<file path="src/rtl/zoom_hdmi_pkg.sv">
// rtl/zoom_hdmi_pkg.sv - shared types and raster sizing helpers for the zoom-to-HDMI FIFO reader
package zoom_hdmi_pkg;

    typedef enum logic [1:0] {
        IDLE  = 2'd0,
        PRIME = 2'd1,
        RUN   = 2'd2,
        DROP  = 2'd3
    } state_t;

    // Per-cycle video attributes carried alongside the FIFO read latency.
    typedef struct packed {
        logic hs;
        logic vs;
        logic de;
        logic tag;
        logic fs;
    } vid_tag_t;

    localparam int DATA_W_DEF = 24;

    function automatic int raster_total(input int active, input int fp, input int sync, input int bp);
        return active + fp + sync + bp;
    endfunction

    function automatic int cnt_width(input int total);
        return (total > 1) ? $clog2(total) : 1;
    endfunction

endpackage

</file>
<file path="src/rtl/zoom_hdmi_timing_gen.sv">
// rtl/zoom_hdmi_timing_gen.sv - h/v raster counters with region decode and frame-end flag
module zoom_hdmi_timing_gen
    import zoom_hdmi_pkg::*;
#(
    parameter int H_ACTIVE = 1280,
    parameter int H_FP     = 110,
    parameter int H_SYNC   = 40,
    parameter int H_BP     = 220,
    parameter int V_ACTIVE = 720,
    parameter int V_FP     = 5,
    parameter int V_SYNC   = 5,
    parameter int V_BP     = 20
) (
    input  logic clk,
    input  logic rst,
    input  logic hold,
    output logic active,
    output logic hsync,
    output logic vsync,
    output logic first_px,
    output logic frame_end
);

    localparam int H_TOTAL = raster_total(H_ACTIVE, H_FP, H_SYNC, H_BP);
    localparam int V_TOTAL = raster_total(V_ACTIVE, V_FP, V_SYNC, V_BP);
    localparam int H_W     = cnt_width(H_TOTAL);
    localparam int V_W     = cnt_width(V_TOTAL);

    localparam logic [H_W-1:0] H_LAST = H_W'(H_TOTAL - 1);
    localparam logic [H_W-1:0] H_ACT  = H_W'(H_ACTIVE);
    localparam logic [H_W-1:0] HS_BEG = H_W'(H_ACTIVE + H_FP);
    localparam logic [H_W-1:0] HS_END = H_W'(H_ACTIVE + H_FP + H_SYNC);
    localparam logic [V_W-1:0] V_LAST = V_W'(V_TOTAL - 1);
    localparam logic [V_W-1:0] V_ACT  = V_W'(V_ACTIVE);
    localparam logic [V_W-1:0] VS_BEG = V_W'(V_ACTIVE + V_FP);
    localparam logic [V_W-1:0] VS_END = V_W'(V_ACTIVE + V_FP + V_SYNC);

    logic [H_W-1:0] h_cnt;
    logic [V_W-1:0] v_cnt;
    logic           h_last;
    logic           v_last;

    assign h_last = (h_cnt == H_LAST);
    assign v_last = (v_cnt == V_LAST);

    always_ff @(posedge clk) begin
        if (rst || hold) begin
            h_cnt <= '0;
            v_cnt <= '0;
        end else if (h_last) begin
            h_cnt <= '0;
            v_cnt <= v_last ? '0 : v_cnt + 1'b1;
        end else begin
            h_cnt <= h_cnt + 1'b1;
        end
    end

    assign active    = (h_cnt < H_ACT) && (v_cnt < V_ACT);
    assign hsync     = (h_cnt >= HS_BEG) && (h_cnt < HS_END);
    assign vsync     = (v_cnt >= VS_BEG) && (v_cnt < VS_END);
    assign first_px  = (h_cnt == '0) && (v_cnt == '0);
    assign frame_end = h_last && v_last;

endmodule

</file>
<file path="src/rtl/zoom_hdmi_fifo_reader.sv">
// rtl/zoom_hdmi_fifo_reader.sv - HDMI-side pixel FIFO reader; optional ZOOM_HDMI_UNDERFLOW_CNT_EN adds underflow_cnt
module zoom_hdmi_fifo_reader
    import zoom_hdmi_pkg::*;
#(
    parameter int                DATA_W     = DATA_W_DEF,
    parameter int                H_ACTIVE   = 1280,
    parameter int                H_FP       = 110,
    parameter int                H_SYNC     = 40,
    parameter int                H_BP       = 220,
    parameter int                V_ACTIVE   = 720,
    parameter int                V_FP       = 5,
    parameter int                V_SYNC     = 5,
    parameter int                V_BP       = 20,
    parameter int                RD_LATENCY = 2,
    parameter logic              HS_POL     = 1'b1,
    parameter logic              VS_POL     = 1'b1,
    parameter logic [DATA_W-1:0] FILL_COLOR = '0
) (
    input  logic              rd_clk,
    input  logic              rd_rst,
    input  logic              enable,
    output logic              fifo_rd_en,
    input  logic [DATA_W-1:0] fifo_rd_data,
    input  logic              fifo_rd_empty,
    input  logic              fifo_almost_empty,
    output logic              vid_hs,
    output logic              vid_vs,
    output logic              vid_de,
    output logic [DATA_W-1:0] vid_data,
    output logic              frame_start,
    output logic              underflow
`ifdef ZOOM_HDMI_UNDERFLOW_CNT_EN
    ,
    output logic [15:0]       underflow_cnt
`endif
);

    state_t   state;
    state_t   state_nxt;
    logic     active;
    logic     hsync;
    logic     vsync;
    logic     first_px;
    logic     frame_end;
    logic     running;
    logic     pop;
    logic     uf_now;
    vid_tag_t cur;
    vid_tag_t tail;
    vid_tag_t pipe [RD_LATENCY];

    zoom_hdmi_timing_gen #(
        .H_ACTIVE(H_ACTIVE), .H_FP(H_FP), .H_SYNC(H_SYNC), .H_BP(H_BP),
        .V_ACTIVE(V_ACTIVE), .V_FP(V_FP), .V_SYNC(V_SYNC), .V_BP(V_BP)
    ) u_timing (
        .clk       (rd_clk),
        .rst       (rd_rst),
        .hold      (state == IDLE),
        .active    (active),
        .hsync     (hsync),
        .vsync     (vsync),
        .first_px  (first_px),
        .frame_end (frame_end)
    );

    always_ff @(posedge rd_clk) begin
        if (rd_rst) begin
            state <= IDLE;
        end else begin
            state <= state_nxt;
        end
    end

    always_comb begin
        state_nxt = state;
        pop       = 1'b0;
        uf_now    = 1'b0;
        case (state)
            IDLE: begin
                if (enable) state_nxt = PRIME;
            end
            PRIME: begin
                if (frame_end) begin
                    if (!enable)                state_nxt = IDLE;
                    else if (!fifo_almost_empty) state_nxt = RUN;
                end
            end
            RUN: begin
                pop    = active && !fifo_rd_empty;
                uf_now = active && fifo_rd_empty;
                if (uf_now)                   state_nxt = DROP;
                else if (frame_end && !enable) state_nxt = IDLE;
            end
            DROP: begin
                if (frame_end) state_nxt = enable ? PRIME : IDLE;
            end
            default: state_nxt = IDLE;
        endcase
    end

    assign fifo_rd_en = pop;
    assign running    = (state != IDLE);

    always_comb begin
        cur     = '0;
        cur.hs  = running && hsync;
        cur.vs  = running && vsync;
        cur.de  = running && active;
        cur.tag = pop;
        cur.fs  = pop && first_px;
    end

    assign tail = pipe[RD_LATENCY-1];

    // The tag stage that leaves the pipe lines up with the word the FIFO returns this cycle.
    always_ff @(posedge rd_clk) begin
        if (rd_rst) begin
            for (int i = 0; i < RD_LATENCY; i++) pipe[i] <= '0;
            vid_hs      <= ~HS_POL;
            vid_vs      <= ~VS_POL;
            vid_de      <= 1'b0;
            vid_data    <= '0;
            frame_start <= 1'b0;
            underflow   <= 1'b0;
        end else begin
            pipe[0] <= cur;
            for (int i = 1; i < RD_LATENCY; i++) pipe[i] <= pipe[i-1];
            vid_hs      <= tail.hs ? HS_POL : ~HS_POL;
            vid_vs      <= tail.vs ? VS_POL : ~VS_POL;
            vid_de      <= tail.de;
            vid_data    <= tail.de ? (tail.tag ? fifo_rd_data : FILL_COLOR) : '0;
            frame_start <= tail.fs;
            underflow   <= uf_now;
        end
    end

`ifdef ZOOM_HDMI_UNDERFLOW_CNT_EN
    always_ff @(posedge rd_clk) begin
        if (rd_rst) begin
            underflow_cnt <= '0;
        end else if (uf_now && (underflow_cnt != 16'hFFFF)) begin
            underflow_cnt <= underflow_cnt + 16'd1;
        end
    end
`endif

endmodule

</file>
<file path="config.mk">
export PLATFORM = sky130hd
export DESIGN_NAME = zoom_hdmi_fifo_reader
export DESIGN_NICKNAME = d
export VERILOG_FILES = /design/src/rtl/zoom_hdmi_pkg.sv /design/src/rtl/zoom_hdmi_timing_gen.sv /design/src/rtl/zoom_hdmi_fifo_reader.sv
export SDC_FILE = /design/constraint.sdc
export NUM_CORES = 1
export LEC_CHECK = 0
export ABC_AREA = 1
export CORE_MARGIN = 1.5
export CORE_UTILIZATION = 40
export CTS_BUF_LIST = sky130_fd_sc_hd__clkbuf_16
export CTS_CLUSTER_DIAMETER = 80
export DETAILED_ROUTE_END_ITERATION = 6
export DONT_BUFFER_PORTS = 1
export PLACE_DENSITY = 0.62
export SETUP_SLACK_MARGIN = 0.15
export SYNTH_ARGS = -nofsm -noshare
export SYNTH_HDL_FRONTEND = slang
export SYNTH_SLANG_ARGS = --single-unit
</file>
<file path="constraint.sdc">
create_clock -name rd_clk -period 2.8 [get_ports rd_clk]
set_input_delay 0.28 -clock rd_clk [delete_from_list [all_inputs] [get_ports rd_clk]]
set_output_delay 0.28 -clock rd_clk [all_outputs]
set_load 0.005 [all_outputs]
</file>
==> run metrics <==
Seq cells post-synth=62; most common cell after layout, fill and taps aside=inv_1; Post-synth EDFFs=0; HPWL Detailed=3.326 mm; drc violations=0; cts hold-fix bufs=0; fill count=606; vias=between 1500 and 2000; GPL Wtd Cong=0.8142; GRT Overall Usage=14.96%; fin crit share=61.22%; Core ar.=about 6000 um^2; sequential element share of the synthesized area=between 40 and 50%; height of the die=82.73 um; Hold Fails Final Rpt=0; Post-synth top flop=dfxtp_1; status=finished, final reports clean; clock buffer depth=2; CTS tree=done; Die ar.=6843 um^2; Worst setup SP type=flop; GR Overflow Total=0; worst hold stages=1; Required @ worst endpoint=2.52 ns; CTS clock-pin slew for the worst setup and hold paths=0.05 ns; DIE WIDTH=82.73 um; Final Max Tran Viols=0; kind of critical path=flop to primary output; unrepaired setup endpoints after global routing=no; largest fanout on the critical path=7; worst hold path class=input port to flop; Pleak=1.298 nW; proportion of layout cells with a drive suffix above 1=10.24%; Worst-Skew Late Latency=between 0.3 and 0.4 ns; Net Count, Synth=359; Std-Cell Rows=28; setup TNS=0 ns; Yosys warning count=0; clk_skew=0.008160 ns; max_cap viols=0; mapped cell area=2542 um^2; diode count=0; first-pass GRT wire length=7.555 mm; f_max=around 0.58 GHz; Final Net Count=365; H-tree depth=3; CP endpoint kind=primary output; Sink Count=62; largest net degree at the start of global routing=25; Finished Layout Cells=roughly 410; routed wire length per instance=11.14 um; Fin Hold WS=0.02192 ns; post-CTS sizing=0; DRT iter0 DRCs=between 60 and 70; asr flop ratio synth=0%; Distinct cells, synth=36; post-CTS setup repair buffer count=0; most frequent cells in the layout=64 x inv_1, 62 x dfxtp_1, 59 x nor2_1; PD cells=between 700 and 800 nW/um^2; Vias/cell=4.683; DR pass1 iterations=4; reg2reg path depth=8; Final Util=47.94%; Worst EP arrival=about 1.4 ns; Post-Synthesis Cells=322; Port Buffer Count=0; initial antenna violation count=0; vias in the first global route=about 1700; Initial Utilization=42.19%; Num CTS Buffers=9; Slew HR=roughly half; Clock Tree Root=clkbuf_16; syn_area_per_cell=7.896 um^2; Final ANT Viol Nets=0; Ports=59; Layout area overhead=13.63%; Peak VDD IR=0.4158 mV; Tightest Pin Transition=0.7210 ns; Total Wirelength=4.536 mm; Placed Cells=392; Finish-stage setup viols=0; min Tclk post-route=approximately 1.7 ns
[cell usage after synthesis (3+ instances only)]
cell | number | area (um^2)
nor2_1 | 59 | 221.5
dfxtp_1 | 62 | 1241
inv_1 | 64 | 240.2
o21ai_1 | 3 | 15.01
nor3_1 | 5 | 25.02
a21oi_1 | 15 | 75.07
clkbuf_1 | 3 | 11.26
nand2_2 | 3 | 18.77
inv_2 | 4 | 15.01
nand2_1 | 44 | 165.2
ha_1 | 8 | 100.1
nand3_1 | 12 | 60.06
o21ai_0 | 6 | 30.03
nor2_2 | 3 | 18.77
[stage by stage]
step                power [mW]  worst slack [ns]  cell area [um^2]
floorplan                1.138             1.356              2542
global placement         1.173             1.131              2610
detailed placement       1.177             1.063              2610
CTS                      2.224             1.043              2889
global route             2.293            0.9042              2889
finish                   2.193             1.086              2889
[power breakdown]
part           leakage (nW)  switching, mW  total, mW  internal [mW]
Combinational         0.664          0.141      0.214         0.0728
Clock                 0.134          0.364       1.04          0.671
Sequential            0.500         0.0260      0.944          0.918
[final timing paths]
path	startpoint	endpoint	slack (ns)
setup / recovery	u_timing.h_cnt[9]$_SDFF_PP0_	fifo_rd_en	1.09
hold / removal	rd_rst	state[0]$_SDFFE_PP0P_	0.02
setup reg to reg	u_timing.h_cnt[1]$_SDFF_PP0_	u_timing.h_cnt[9]$_SDFF_PP0_	1.12
hold reg to reg	pipe[0][5]$_SDFF_PP0_	frame_start$_SDFF_PP0_	0.39
[layer usage]
layer / vias to the layer above / global-route usage [%] / share of wire (%)
li1: 997 / - / -
met1: 848 / 17.41 / 48
met2: 52 / 24.23 / 44
met3: 9 / 4.286 / 5.8
met4: 0 / 9.000 / 2.3
met5: - / 0 / 0
[cells by family after synthesis]
kind of cell               count (synthesis)  share of synthesized area [%]
AOI/OAI and AO/OA                         33                          7.776
buffers and inverters                     75                          11.42
and+or+nand+nor                          141                          27.02
adders and majority gates                  8                          3.937
DFF                                       62                          48.82
xor gates and xnor gates                   3                          1.034
[cell type report]
cell class                 count  area [um^2]  area share [%]
clock buffer                   9        225.2           7.796
clock inverter                 6        53.80           1.862
inverter                      70        264.0           9.138
multi-input combinational    185         1011           34.99
sequential                    62         1241           42.96
tap                           75        93.84           3.248
[flip-flops by register name (all words and copies together) (netlist names), 2 cells and up]
name and flops:
u_timing.v_cnt 10, u_timing.h_cnt 11, vid_data 24, pipe 10, state 2
[critical path: stages (launching register included)]
cell and delay, ns:
dfxtp_1 0.45, inv_1 0.07, nand2_1 0.09, nor2_1 0.06, nor2_1 0.14, nand2_1 0.10, nor3_2 0.22
No activity file was read; power rests on OpenSTA's default activity.
